`config.mk`:
```
export PLATFORM = sky130hd
export DESIGN_NAME = matriz_loader
export DESIGN_NICKNAME = d
export VERILOG_FILES = /design/src/rtl/matriz_loader.sv
export SDC_FILE = /design/constraint.sdc
export NUM_CORES = 1
export LEC_CHECK = 0
export ABC_AREA = 1
export BUFFER_PORTS_ARGS = -buffer_cell sky130_fd_sc_hd__buf_4
export CORE_AREA = 2 2 210 212
export DETAILED_ROUTE_END_ITERATION = 16
export DIE_AREA = 0 0 212 214
export GPL_ROUTABILITY_DRIVEN = 0
export MAX_ROUTING_LAYER = met4
export PLACE_DENSITY = 0.75
export SLEW_MARGIN = 20
export SYNTH_ARGS = -nofsm -noshare
export SYNTH_HDL_FRONTEND = slang
export SYNTH_SLANG_ARGS = --single-unit
```
`constraint.sdc`:
```
create_clock -name clk -period 3.7 [get_ports clk]
set_input_delay 0.185 -clock clk [delete_from_list [all_inputs] [get_ports clk]]
set_output_delay 0.185 -clock clk [all_outputs]
set_load 0.02 [all_outputs]
```
`src/rtl/matriz_loader.sv`:
```
// Serial 8-bit element loader that packs two square operand matrices into buses.
// Optional LOADER_TRANSPOSE_B_EN: pack B transposed (B(r,c) -> slot (c,r)).
module matriz_loader #(
    parameter int unsigned ELEM_W  = 8,
    parameter int unsigned MAX_DIM = 5,
    parameter int unsigned BUS_W   = 256
) (
    input  logic              clk,
    input  logic              rst,
    input  logic              start,
    input  logic [2:0]        size,
    input  logic [ELEM_W-1:0] in_data,
    input  logic              in_valid,
    output logic              in_ready,
    output logic [BUS_W-1:0]  matriz_a,
    output logic [BUS_W-1:0]  matriz_b,
    output logic [2:0]        size_out,
    output logic              out_valid,
    input  logic              out_ack,
    output logic              busy,
    output logic              err
);

    localparam int unsigned IDX_W = $clog2(BUS_W);

    typedef enum logic [1:0] {IDLE, LOAD_A, LOAD_B, DONE} state_t;

    state_t           state_q, state_d;
    logic [2:0]       row_q, row_d;
    logic [2:0]       col_q, col_d;
    logic [2:0]       size_q, size_d;
    logic [BUS_W-1:0] a_q, a_d;
    logic [BUS_W-1:0] b_q, b_d;
    logic             err_q, err_d;

    logic             xfer;
    logic             size_ok;
    logic             last_col;
    logic             last_row;
    logic [IDX_W-1:0] off_a;
    logic [IDX_W-1:0] off_b;

    assign in_ready = (state_q == LOAD_A) || (state_q == LOAD_B);
    assign xfer     = in_valid && in_ready;
    assign size_ok  = (size >= 3'd2) && (size <= 3'd5);
    assign last_col = (col_q == size_q - 3'd1);
    assign last_row = (row_q == size_q - 3'd1);

    // Fixed MAX_DIM stride regardless of the loaded size
    assign off_a = IDX_W'((32'(row_q) * MAX_DIM + 32'(col_q)) * ELEM_W);
`ifdef LOADER_TRANSPOSE_B_EN
    assign off_b = IDX_W'((32'(col_q) * MAX_DIM + 32'(row_q)) * ELEM_W);
`else
    assign off_b = off_a;
`endif

    always_comb begin
        state_d = state_q;
        row_d   = row_q;
        col_d   = col_q;
        size_d  = size_q;
        a_d     = a_q;
        b_d     = b_q;
        err_d   = err_q;
        unique case (state_q)
            IDLE: begin
                if (start) begin
                    if (size_ok) begin
                        state_d = LOAD_A;
                        size_d  = size;
                        a_d     = '0;
                        b_d     = '0;
                        row_d   = 3'd0;
                        col_d   = 3'd0;
                        err_d   = 1'b0;
                    end else begin
                        err_d = 1'b1;
                    end
                end
            end
            LOAD_A, LOAD_B: begin
                if (xfer) begin
                    if (state_q == LOAD_A) a_d[off_a +: ELEM_W] = in_data;
                    else                   b_d[off_b +: ELEM_W] = in_data;
                    if (last_col) begin
                        col_d = 3'd0;
                        if (last_row) begin
                            row_d   = 3'd0;
                            state_d = (state_q == LOAD_A) ? LOAD_B : DONE;
                        end else begin
                            row_d = row_q + 3'd1;
                        end
                    end else begin
                        col_d = col_q + 3'd1;
                    end
                end
            end
            DONE: begin
                if (out_ack) state_d = IDLE;
            end
            default: state_d = IDLE;
        endcase
    end

    always_ff @(posedge clk) begin
        if (!rst) begin
            state_q <= IDLE;
            row_q   <= 3'd0;
            col_q   <= 3'd0;
            size_q  <= 3'd0;
            a_q     <= '0;
            b_q     <= '0;
            err_q   <= 1'b0;
        end else begin
            state_q <= state_d;
            row_q   <= row_d;
            col_q   <= col_d;
            size_q  <= size_d;
            a_q     <= a_d;
            b_q     <= b_d;
            err_q   <= err_d;
        end
    end

    assign matriz_a  = a_q;
    assign matriz_b  = b_q;
    assign size_out  = size_q;
    assign out_valid = (state_q == DONE);
    assign busy      = (state_q != IDLE);
    assign err       = err_q;

endmodule

```
==> results_dict.tcl, run 1 <==
set metrics [dict create \
    cp-start-kind "flip-flop" \
    fin_setup_tns_ns 0 \
    path_max_fanout 10 \
    multi_input_comb_area_mm2 0.00898 \
    cap_violations 0 \
    worst-slew-pin-transition_ns 1.04 \
    grt_max_degree 147 \
    grt_util_all_layers_pct 35.1 \
    power_frac_clock_pct 36.4 \
    ir_drop_v 0.000383 \
    rsz0062_at_grt "yes" \
    pre_cts_slack_ns -0.0305 \
    clock_path_buffers 3 \
    vias 21600 \
    syn_area_per_cell_um2 7.63 \
    die_w_um 212 \
    drt_iter0_drc 2434 \
    n_fill_cell 3672 \
    finalCritPeriodShare_pct 95.4 \
    netlist-cell-type-count 35 \
    cts_tree "built" \
    path_class "flip-flop to flip-flop" \
    intPower_uw 10200 \
    slew_violations 0 \
    grt_pass1_wl_mm 119 \
    overflow 0 \
    synthFlopType "dfxtp_1" \
    dieArea_mm2 0.0454 \
    diodes 0 \
    areaGrowthSynthToFinish_pct 32.7 \
    cts.sinks 524 \
    max_freq_mhz 283 \
    cts-root-buf "clkbuf_16" \
    total_power_uw 16300 \
    fin_nets 3212 \
    drive_gt1_share_pct 24.3 \
    slew_headroom_pct 30.1 \
    wl_per_cell_um 21.3 \
    clock_latency_ns 0.60 \
    synth_edf_count 0 \
    power.density_mw_per_mm2 600 \
    fin_ws_ns 0.170 \
    via_per_inst 5.67 \
    end_kind "flip-flop" \
    leakagePower_uw 0.0104 \
    yosysWarnings 0 \
    final_antenna_net_count 0 \
    hold_viol 0 \
    drt_first_pass_iters 6 \
    drcViolationCount 0 \
    worst-r2r-setup-slack_ns 0.17 \
    drt-total-wl_mm 81.1 \
    p_switching_uw 6060 \
    fin_cells 3808 \
    ys_seq_area_share_pct 51.3 \
    syn-num-nets 2716 \
    hp-class "input port to flip-flop" \
    cts_buffers 52 \
    p_comb_share_pct 28.1 \
    clk_pin_slew_worst_paths_ns 0.06 \
    arrival_ns 4.06 \
    setup_viol 0 \
    utilization_pct 63.3 \
    antenna_found_initial 0 \
    rows 76 \
    final_common_cell "nand2_1" \
    swShare_pct 37.2 \
    grt_pass1_vias 19900 \
    io_pins 535 \
    clock-skew-final_ns 0.0259 \
    synth_cells 2683 \
    portBuffers 534 \
    period_minus_slack_ns 3.53 \
    status "completed" \
    initial_utilization_pct 47.7 \
    ctsHtreeMaxLevel 2 \
    die_y_um 214 \
    power_frac_seq_pct 35.5 \
    final_cell_mix "nand2_1 (777), buf_4 (590), dfxtp_1 (523)" \
    synth-seq-cells 524 \
    synthArstFlopShare_pct 0 \
    placed_cells 3699 \
    netlist_area_mm2 0.0205 \
    hpwlAfterDp_mm 56.1 \
    core_area_mm2 0.0429 \
    cp.required_ns 4.23 \
    seqCellArea_mm2 0.0105 \
]
[flip-flops by register name, summed over array words and instances (netlist names)]
name      flops
matriz_b    256
col_q         3
state_q       2
size_out      3
row_q         3
matriz_a    256
err           1
[cell usage after synthesis (all sizes together), types with 5 or more instances]
cell | number | area (um2)
buf | 91 | 479
nor3 | 16 | 110
nand2 | 785 | 2960
a21oi | 518 | 2590
o21ai | 30 | 188
xnor2 | 5 | 43.8
dfxtp | 524 | 10500
inv | 67 | 251
nand4 | 9 | 106
clkbuf | 77 | 289
o21bai | 16 | 120
nand3 | 354 | 1780
ha | 16 | 200
nor2 | 162 | 751
[path summary, 6_finish.rpt]
check                           cells past startpoint                         end                 startpoint
worst min-delay path                                5  matriz_a[254]$_SDFFE_PN0P_                 in_data[6]
worst max-delay path                               13   matriz_b[75]$_SDFFE_PN0P_      row_q[0]$_SDFFE_PN0P_
worst min register to register                      2   matriz_b[21]$_SDFFE_PN0P_  matriz_b[21]$_SDFFE_PN0P_
worst max register to register                     13   matriz_b[75]$_SDFFE_PN0P_      row_q[0]$_SDFFE_PN0P_
[critical path, cell delays in order (launching register included)]
cell	delay [ns]
dfxtp_1	0.44
ha_1	0.27
ha_1	0.31
fa_1	0.55
nor2_1	0.09
inv_2	0.06
nand2_2	0.15
nor2_1	0.29
inv_1	0.14
nor2_1	0.49
inv_1	0.24
nor2_1	0.23
nand2_1	0.08
a21oi_1	0.15
[cell type report]
class | count | share of cell area (%)
tap | 585 | 2.70
clock buffer | 74 | 5.81
clock inverter | 24 | 1.36
sequential | 524 | 38.6
multi-input combinational | 1921 | 33.1
timing repair buffer | 610 | 17.4
inverter | 70 | 1.01
[power groups by stage]
stage	registers [uW]	logic, uW	clock network [uW]
6_report	5780	4580	5930
3_3_place_gp	5900	4330	0
5_1_grt	5780	4840	6190
2_1_floorplan	5960	2890	0
3_5_place_dp	5900	4400	0
4_1_cts	5770	4420	5950
[metal layers]
layer  track usage [%]  wire [um]  vias up
met3              8.06       8090      219
met5                 -          0        -
met1              42.4      31100    10200
met2              55.6      38200     1232
met4              16.3       3740        0
li1                  -          -     9918
[cell families (layout without fill, tap and decap cells)]
logic type      after synthesis  after routing  share of synthesized area (%)
buf+inv                     238            778                           5.04
compound gates              564            564                           14.2
fa+ha+maj                    17             17                           1.08
xor+xnor                      8              8                          0.342
flops                       524            524                           51.3
simple gates               1331           1331                           28.1
mux                           1              1                         0.0489
[timing repair]
action | CTS | global route
setup buffers | 0 | 1
hold buffers | 10 | 0
setup endpoints to repair | 9 | 79
pin swaps | 0 | 1
endpoints found under the hold margin | 9 | 0
gates resized for setup | 1 | 11
[per-stage QoR]
step                      area (um2)  hold WS (ns)
after floorplan                20500         0.321
after global placement         25100         0.426
after detailed placement       25100         0.430
after CTS                      27100        0.0322
after global routing           27200        0.0800
final                          27200        0.0633
(Power assumes the default switching activity.)
==> run 2: changes to the inputs <==
- CELL_PAD_IN_SITES_DETAIL_PLACEMENT: not set -> 0
- CELL_PAD_IN_SITES_GLOBAL_PLACEMENT: not set -> 1
- CORE_AREA: 2 2 210 212 -> not set
- CORE_MARGIN: not set -> 2
- CORE_UTILIZATION: not set -> 38
- DIE_AREA: 0 0 212 214 -> not set
- PLACE_DENSITY: 0.75 -> 0.82
- TNS_END_PERCENT: not set -> 20
==> run 2 against run 1 <==
Effect of this change: cell count grew 3.1%; sequential cell count stayed put; sequential share of layout area is 0.065 points lower; hold slack got worse by 0.015 ns; routed wire length is 4.0% higher; cell area up 0.16%; power is 1.1% lower; combinational power increased by 2%; sequential power hardly changed; maximum frequency increased by 1.8%; highest routed layer unchanged.
==> results_dict.tcl, run 2 (same netlist as run 1, synthesis figures left out) <==
set metrics [dict create \
    p_comb_share_pct 29.0 \
    drt_first_pass_iters 5 \
    cp-start-kind "flip-flop" \
    final_cell_mix "nand2_1 (777), buf_4 (593), dfxtp_1 (524)" \
    die_w_um 236 \
    via_per_inst 5.34 \
    hpwlAfterDp_mm 58.0 \
    utilization_pct 50.8 \
    fin_nets 3217 \
    status "completed" \
    drt-total-wl_mm 84.4 \
    clock-skew-final_ns 0.0272 \
    clk_pin_slew_worst_paths_ns 0.06 \
    slew_violations 0 \
    vias 21000 \
    path_max_fanout 10 \
    power_frac_seq_pct 35.9 \
    arrival_ns 3.92 \
    max_freq_mhz 288 \
    wl_per_cell_um 21.5 \
    swShare_pct 38.5 \
    end_kind "flip-flop" \
    dieArea_mm2 0.0557 \
    initial_utilization_pct 38.3 \
    grt_max_degree 157 \
    drt_iter0_drc 1887 \
    path_class "flip-flop to flip-flop" \
    final_antenna_net_count 0 \
    clock_latency_ns 0.62 \
    grt_pass1_wl_mm 123 \
    rows 85 \
    final_common_cell "nand2_1" \
    grt_util_all_layers_pct 29.8 \
    drcViolationCount 0 \
    p_switching_uw 6200 \
    cts.sinks 524 \
    slew_headroom_pct 34.7 \
    cp.required_ns 4.15 \
    cap_violations 0 \
    cts_tree "built" \
    hold_viol 0 \
    grt_pass1_vias 19700 \
    cts_buffers 56 \
    cts-root-buf "clkbuf_16" \
    worst-slew-pin-transition_ns 0.978 \
    period_minus_slack_ns 3.47 \
    power.density_mw_per_mm2 592 \
    areaGrowthSynthToFinish_pct 32.9 \
    overflow 0 \
    die_y_um 236 \
    antenna_found_initial 3 \
    clock_path_buffers 3 \
    drive_gt1_share_pct 24.4 \
    hp-class "input port to flip-flop" \
    ctsHtreeMaxLevel 2 \
    core_area_mm2 0.0535 \
    setup_viol 0 \
    finalCritPeriodShare_pct 93.8 \
    intPower_uw 9910 \
    power_frac_clock_pct 35.1 \
    ir_drop_v 0.000463 \
    io_pins 535 \
    leakagePower_uw 0.0104 \
    fin_setup_tns_ns 0 \
    portBuffers 534 \
]
[run 2: cell count changes in the layout (fill, tap and decap cells not counted), sizes merged, moves of 2 or more]
cell      change
clkbuf        +7
bufinv        -6
clkinv        +3
diode         +3
clkinvlp      -2
[run 2: critical path, cell delays in order, from the launching register on]
cell	delay [ns]
dfxtp_1	0.44
ha_1	0.27
ha_1	0.31
fa_1	0.49
inv_1	0.07
nand3_1	0.11
nor2_2	0.24
inv_2	0.07
nand2_4	0.13
nand4_2	0.32
o21bai_1	0.36
nand2_1	0.27
nand2_1	0.14
a21oi_1	0.07
[run 2: worst paths after layout]
check | start | to | slack [ns] | cells after the start
max | row_q[0]$_SDFFE_PN0P_ | matriz_b[112]$_SDFFE_PN0P_ | 0.23 | 13
max reg2reg | row_q[0]$_SDFFE_PN0P_ | matriz_b[112]$_SDFFE_PN0P_ | 0.23 | 13
min reg2reg | matriz_b[51]$_SDFFE_PN0P_ | matriz_b[51]$_SDFFE_PN0P_ | 0.46 | 2
min | in_data[6] | matriz_a[126]$_SDFFE_PN0P_ | 0.05 | 5
[run 2: area by class of cell]
cell class | count | area (um2)
antenna | 3 | 7.51
clock buffer | 81 | 1650
clock inverter | 20 | 199
fill | 5162 | 26300
inverter | 70 | 277
multi-input combinational | 1921 | 8990
sequential | 524 | 10500
tap | 696 | 871
timing repair buffer | 611 | 4710
[run 2: timing repair]
action	CTS	global route
hold buffers	10	0
setup endpoints to repair	0	191
hold endpoints to repair	9	0
buffers inserted	0	3
resized for setup	0	16
[run 2: power groups by stage]
stage                     Sequential (uW)  Combinational [uW]  Clock (uW)
after global routing                 5780                5000        5960
after global placement               5900                4460           0
final                                5780                4670        5660
after floorplan                      5960                2890           0
after CTS                            5770                4530        5740
after detailed placement             5900                4510           0
[run 2: metal layers]
layer,GRT usage [%],up-vias,share of wire [%]
li1,-,9922,-
met1,36.6,9887,41
met2,46.2,930,46
met3,7.34,213,8.7
met4,13.9,0,4.7
met5,-,-,0
[run 2: metrics by stage]
step	instance area (um2)	setup WS [ns]	hold WS, ns	power [uW]	instances
floorplan	20500	0.821	0.321	8850	2683
global placement	25200	0.254	0.430	10400	3809
detailed placement	25200	0.154	0.431	10400	3809
CTS	27100	0.142	0.0203	16000	3920
global route	27200	-0.0170	0.0750	16700	3926
finish	27200	0.231	0.0479	16100	3926
